## src/rtl/rom_fetch_responder.sv

```systemverilog
// Single-word instruction buffer in front of a byte-wide backing memory.
// Misses stall fetch while four bytes are gathered over a req/ack handshake.
module rom_fetch_responder #(
  parameter logic [31:0] NOP_INSTR = 32'h00000013
) (
  input  logic        clk,
  input  logic        rst,
  input  logic [31:0] rom_address,
  input  logic        inv,
  output logic [31:0] rom_data,
  output logic        stall,
  output logic        mem_req,
  output logic [31:0] mem_addr,
  input  logic        mem_ack,
  input  logic [7:0]  mem_rdata
);

  localparam int unsigned TAG_W  = 30;
  localparam int unsigned WORD_W = 32;

  typedef enum logic [1:0] {
    S_IDLE = 2'd0,
    S_REQ  = 2'd1,
    S_WAIT = 2'd2
  } state_t;

  state_t              state, state_n;
  logic                valid, valid_n;
  logic [TAG_W-1:0]    tag, tag_n;
  logic [TAG_W-1:0]    fill_tag, fill_tag_n;
  logic [WORD_W-1:0]   word, word_n;
  logic [1:0]          cnt, cnt_n;
  logic                mem_req_n;
  logic [WORD_W-1:0]   mem_addr_n;
  logic [TAG_W-1:0]    fetch_tag;
  logic                hit;

  // Byte offset within the word is irrelevant to a word fetch.
  logic unused_addr_bits;
  assign unused_addr_bits = ^rom_address[1:0];

  assign fetch_tag = rom_address[31:2];
  assign hit       = valid && (tag == fetch_tag);
  assign stall     = ~hit;
  assign rom_data  = hit ? word : NOP_INSTR;

  // Next-state and fill bookkeeping.
  always_comb begin
    state_n    = state;
    valid_n    = valid;
    tag_n      = tag;
    fill_tag_n = fill_tag;
    word_n     = word;
    cnt_n      = cnt;

    case (state)
      S_IDLE: begin
        if (!hit && !inv) begin
          fill_tag_n = fetch_tag;
          cnt_n      = 2'd0;
          valid_n    = 1'b0;
          state_n    = S_REQ;
        end
      end
      S_REQ: begin
        state_n = S_WAIT;
      end
      S_WAIT: begin
        if (mem_ack) begin
          word_n[{cnt, 3'b000} +: 8] = mem_rdata;
          if (fetch_tag != fill_tag) begin
            // Fetch was redirected mid-fill: drop the partial word.
            valid_n = 1'b0;
            state_n = S_IDLE;
          end else if (cnt == 2'd3) begin
            valid_n = 1'b1;
            tag_n   = fill_tag;
            state_n = S_IDLE;
          end else begin
            cnt_n   = cnt + 2'd1;
            state_n = S_REQ;
          end
        end
      end
      default: begin
        state_n = S_IDLE;
      end
    endcase

    if (inv) valid_n = 1'b0;

    // Request outputs are registered so they are Moore outputs of S_REQ.
    mem_req_n  = (state_n == S_REQ);
    mem_addr_n = (state_n == S_REQ) ? {fill_tag_n, cnt_n} : mem_addr;
  end

  always_ff @(posedge clk or negedge rst) begin
    if (!rst) begin
      state    <= S_IDLE;
      valid    <= 1'b0;
      tag      <= '0;
      fill_tag <= '0;
      word     <= '0;
      cnt      <= 2'd0;
      mem_req  <= 1'b0;
      mem_addr <= '0;
    end else begin
      state    <= state_n;
      valid    <= valid_n;
      tag      <= tag_n;
      fill_tag <= fill_tag_n;
      word     <= word_n;
      cnt      <= cnt_n;
      mem_req  <= mem_req_n;
      mem_addr <= mem_addr_n;
    end
  end

endmodule

```

## config.mk

```make
export PLATFORM = sky130hd
export DESIGN_NAME = rom_fetch_responder
export DESIGN_NICKNAME = d
export VERILOG_FILES = /design/src/rtl/rom_fetch_responder.sv
export SDC_FILE = /design/constraint.sdc
export NUM_CORES = 1
export LEC_CHECK = 0
export BUFFER_PORTS_ARGS = -buffer_cell sky130_fd_sc_hd__buf_4
export CORE_UTILIZATION = 45
export DETAILED_ROUTE_END_ITERATION = 10
export PLACE_DENSITY = 0.67
export SYNTH_ARGS = -nofsm -noshare
export SYNTH_HDL_FRONTEND = slang
export SYNTH_SLANG_ARGS = --single-unit
export TNS_END_PERCENT = 30
```

## constraint.sdc

```tcl
create_clock -name clk -period 4.62 [get_ports clk]
set_input_delay 0.231 -clock clk [delete_from_list [all_inputs] [get_ports clk]]
set_output_delay 0.231 -clock clk [all_outputs]
set_load 0.02 [all_outputs]
```

# After elaboration in Yosys (flattened, before gate mapping)
# Index checks and enable logic that the tools add are counted.
[totals] reg_bits=130 latchBits=0 mem_bits_rw=0 romBits=0 input_bits=44 out_inout_bits=66 word_cells=52 n_memories=0
[op_classes] add_sub_neg=2 mul=0 div=0 order_cmp=0 n_eq_ne=9 shift=2 muxes=20 n_bitwise=2 reduce_logical=9
[op_table] cell="$mux 30" count=2
[op_table] cell="$bwmux 32" count=1
[op_table] cell="$mux 32" count=1
[op_table] cell="$shift 8x7->32 const A" count=1
[op_table] cell="$shiftx 8x7->32" count=1
[op_table] cell="$eq 30x30->1" count=1
[op_table] cell="$ne 30x30->1" count=1
[op_table] cell="$mux 2" count=6
[op_table] cell="$reduce_and 4->1" count=2
[op_table] cell="$mux 1" count=7
[op_table] cell="$neg 5->7" count=1
[op_table] cell="$ne 3x3->1 const B" count=2
[op_table] cell="$pmux 2 s3" count=1
[op_table] cell="$eq 2x1->1 const B" count=2
[op_table] cell="$eq 2x2->1 const B" count=2
[op_table] cell="$ne 4x4->1 const B" count=1
[op_table] cell="$pmux 2 s2" count=1
[op_table] cell="$reduce_bool 3->1" count=1
[op_table] cell="$add 2x1->2 const B" count=1
[op_table] cell="$logic_and 1x1->1" count=2
[op_table] cell="$logic_not 1->1" count=2
[op_table] cell="$logic_not 2->1" count=1
[op_table] cell="$not 1->1" count=2
[op_table] cell="$pmux 1 s2" count=1
[op_table] cell="$reduce_and 2->1" count=1

# Logic depth before layout (Yosys ltp)
[logic_depth] word_depth=7 ltp_mapped=9 mapped_depth_nobuf=6

# Worst setup path before layout
# Ideal clock, no wire load.
[synth_timing] path_type="register to register" start="register tag[2]" end="register mem_addr[1]" setup_ps=125 arrival_time_ps=2038 required_ps=4495 setup_slack_ps=2457 stages_incl_launch_ff=9 n_path_buf=2 synth_period_minus_slack_ps=2163 path_cell_list="dfrtp_1 > xnor2_1 > nand4_1 > or4_1 > buf_2 > o211a_1 > buf_6 > nand2b_4 > mux2_4"
[synth_between] elab_chain_cells=7 elab_cells_between_ends=9 classes_between="2 x eq/ne; 4 x mux; 3 x reduce/logical"
[synth_lines] element="start, declared" line="29" rtl="logic [TAG_W-1:0] tag, tag_n;"
[synth_lines] element="start signal, assigned" line="110" rtl="tag <= tag_n;"
[synth_lines] element="$eq 30x30->1" line="43" rtl="assign hit = valid && (tag == fetch_tag);"
[synth_lines] element="$logic_and 1x1->1" line="43"
[synth_lines] element="$logic_not 1->1" line="58" rtl="if (!hit && !inv) begin"
[synth_lines] element="$logic_and 1x1->1" line="58"
[synth_lines] element="$mux 2" line="58"
[synth_lines] element="$pmux 2 s3" line="56" rtl="case (state)"
[synth_lines] element="net state_n[0]" line="27" rtl="state_t state, state_n;"
[synth_lines] element="$eq 2x1->1" line="94" rtl="mem_addr_n = (state_n == S_REQ) ? {fill_tag_n, cnt_n} : mem_addr;"
[synth_lines] element="end signal, assigned" line="115" rtl="mem_addr <= mem_addr_n;"
[synth_lines] element="end, declared" line="13" rtl="output logic [31:0] mem_addr,"
# The timed path passes the listed nets, and every way through them passes these cells.
# A chain may end at the register's enable or synchronous reset.

# Worst setup path after layout
[layout_timing] start="register tag[28]" end="register mem_addr[1]"
# The elaborated chain is that of the path after synthesis.

==> results.sh <==
export IMPL_max_cap_violations=0
export IMPL_nets=788
export IMPL_path_max_fanout=55
export IMPL_drt_met1_wl_um=5899
export IMPL_fin_skew_ns=0.004927
export IMPL_detail_route_wl_per_cell_um=15.08
export IMPL_ys_warn_count=0
export IMPL_wl_met2_um=6892
export IMPL_drv_slew=0
export IMPL_synth_distinct_cells=34
export IMPL_fin_tns_setup_ns=0
export IMPL_vdd_drop_max_mv=0.3324
export IMPL_clk_pin_slew_ns=0.05
export IMPL_postSynth_asyncResetShare_pct=100.0
export IMPL_hold_worst_slack_ns=0.07509
export IMPL_num_antenna_cells=0
export IMPL_core_area_um2=13240
export IMPL_hold_violations=0
export IMPL_arrival_ns=3.32
export IMPL_min_path_type="primary input to register"
export IMPL_clockBufferDepth=2
export IMPL_overflow=0
export IMPL_gp_congestion=0.8416
export IMPL_critPathRequiredTime_ns=4.91
export IMPL_fp_dieH_um=118.4
export IMPL_area_growth_pct=24.95
export IMPL_ant_nets=0
export IMPL_cp_end_kind="register"
export IMPL_cts_root_buffer="clkbuf_16"
export IMPL_start_kind="register"
export IMPL_io_buffers=107
export IMPL_maxSlewHeadroom_pct=35.86
export IMPL_synth_area_um2=6097
export IMPL_cts_sinks=130
export IMPL_vias=4685
export IMPL_status="completed"
export IMPL_yosysSeqAreaShare_pct=53.36
export IMPL_first_global_vias=4562
export IMPL_drc_errors=0
export IMPL_synth_area_per_cell_um2=9.663
export IMPL_yosysTopAreaCell="dfrtp_1"
export IMPL_setup_viol=0
export IMPL_postCtsSetupRepairBufs=0
export IMPL_grt_max_degree=56
export IMPL_clock_latency_ns=0.41
export IMPL_synth_nets=682
export IMPL_route_met3_wl_um=746
export IMPL_cts_buffers=17
export IMPL_routed_wl_um=13920
export IMPL_power_density_nw_per_um2=522.8
export IMPL_crit_type="register to register"
export IMPL_p_leak_nw=3.735
export IMPL_synth_enable_flop_cells=0
export IMPL_cts_tree="done"
export IMPL_power_mw=3.983
export IMPL_synthFlopType="dfrtp_1"
export IMPL_synth_cells=631
export IMPL_htree_levels=4
export IMPL_highest_layer="met4"
export IMPL_start_util_pct=46.04
export IMPL_dp_hpwl_um=10070
export IMPL_period_share_pct=65.48
export IMPL_grt_pass1_wl_um=22770
export IMPL_vias_per_cell=5.076
export IMPL_drt_initial_drc_count=240
export IMPL_synth_area_leaders="dfrtp_1 (53%), o21ai_0 (10%), nand2_1 (8.0%)"
export IMPL_ys_ff_latch=130
export IMPL_antenna_found_initial=0
export IMPL_io_pins=110
export IMPL_rsz0062_at_grt="false"
export IMPL_synth_top_area_share_pct=53.36
export IMPL_timing_fmax_ghz=0.3306
export IMPL_fillCellCount=1188
export IMPL_worst_slew_pin_slew_ns=0.9621
export IMPL_fin_crit_ns=3.025
export IMPL_die_width_um=118.4
export IMPL_grt_usage_pct=21.06
export IMPL_die_area_um2=14020
export IMPL_rows=42
export IMPL_drive_gt1_share_pct=19.68
export IMPL_dr_pass1_iters=4
[synthesized netlist by cell type, drive strengths merged (4+ instances only)]
cell and number:
and2 30, nor3 4, nor3b 4, nand4 11, inv 37, ha 7, o21ai 125, xor2 31
or4 4, mux2i 30, nor4 8, buf 5, nand2 130, xnor2 29, clkbuf 23, dfrtp 130
[metrics by stage]
stage,utilization [%],worst slack [ns],instances,area [um^2]
after floorplan,-,2.457,631,6097
after global placement,53.28,1.625,893,7056
after detailed placement,53.28,1.606,893,7056
after CTS,57.53,1.580,923,7619
after global routing,57.53,1.416,923,7619
final,57.53,1.595,923,7619
[cell usage in the layout (no fill, tap or decap), types with 4 or more instances in the layout]
master,n
buf_4,114
xnor2_1,29
clkinv_2,5
and2_1,30
or4_1,4
o21ai_0,125
nand4_1,11
nor3b_1,4
clkbuf_8,5
ha_1,7
mux2i_1,30
inv_1,37
dfrtp_1,130
nor4_1,8
xor2_1,31
nor3_1,4
clkbuf_16,17
nand2_1,130
[power by group]
group / switching, mW / internal [mW]
Clock: 0.453 / 0.796
Sequential: 0.233 / 1.44
Combinational: 0.617 / 0.442
[worst paths after layout]
path,startpoint,to,slack (ns),cells past startpoint
min reg2reg,word[13],word[13],0.47,2
max in group asynchronous,rst,fill_tag[25],3.26,3
min,rom_address[22],mem_addr[22],0.08,3
max reg2reg,tag[28],mem_addr[1],1.59,7
min in group asynchronous,rst,word[6],0.33,2
max,tag[28],mem_addr[1],1.59,7
[critical path, stage by stage (launching register included)]
cell      delay, ns
dfrtp_1        0.39
xnor2_1        0.16
nand4_1        0.18
or4_1          0.68
o211a_2        0.60
buf_4          0.38
nand2b_4       0.20
mux2_4         0.30
[layer usage]
layer	GRT usage [%]	up-vias
met5	0	-
met4	10.05	0
met3	5.405	24
met2	35.33	118
met1	25.29	2230
li1	-	2313
[flip-flops by register name (all words and copies together), names as in the netlist]
signal,flops
mem_addr,32
valid,1
word,32
tag,30
state,2
fill_tag,30
cnt,2
mem_req,1
[cells by family after synthesis]
| logic type | after synthesis | share of synthesized area (%) |
|---|---|---|
| xor+xnor | 60 | 8.619 |
| flops | 130 | 53.36 |
| fa+ha+maj | 7 | 1.436 |
| mux | 32 | 5.356 |
| simple gates | 201 | 15.39 |
| buf+inv | 65 | 4.207 |
| compound gates | 136 | 11.64 |
[cell type report]
type	instances	area, um^2	share of cell area [%]
Sequential cell	130	3253	42.70
Multi-Input combinational cell	436	2587	33.96
Timing Repair Buffer	115	865.8	11.36
Clock buffer	23	498.0	6.536
Tap cell	176	220.2	2.890
Inverter	37	138.9	1.823
Clock inverter	6	55.05	0.7226
[what timing repair did]
| action | CTS | global route |
|---|---|---|
| gates resized for setup | 0 | 0 |
| hold buffers | 1 | 0 |
| hold endpoints to repair | 37 | 0 |
Note: power is estimated with default switching activity, not from simulation.
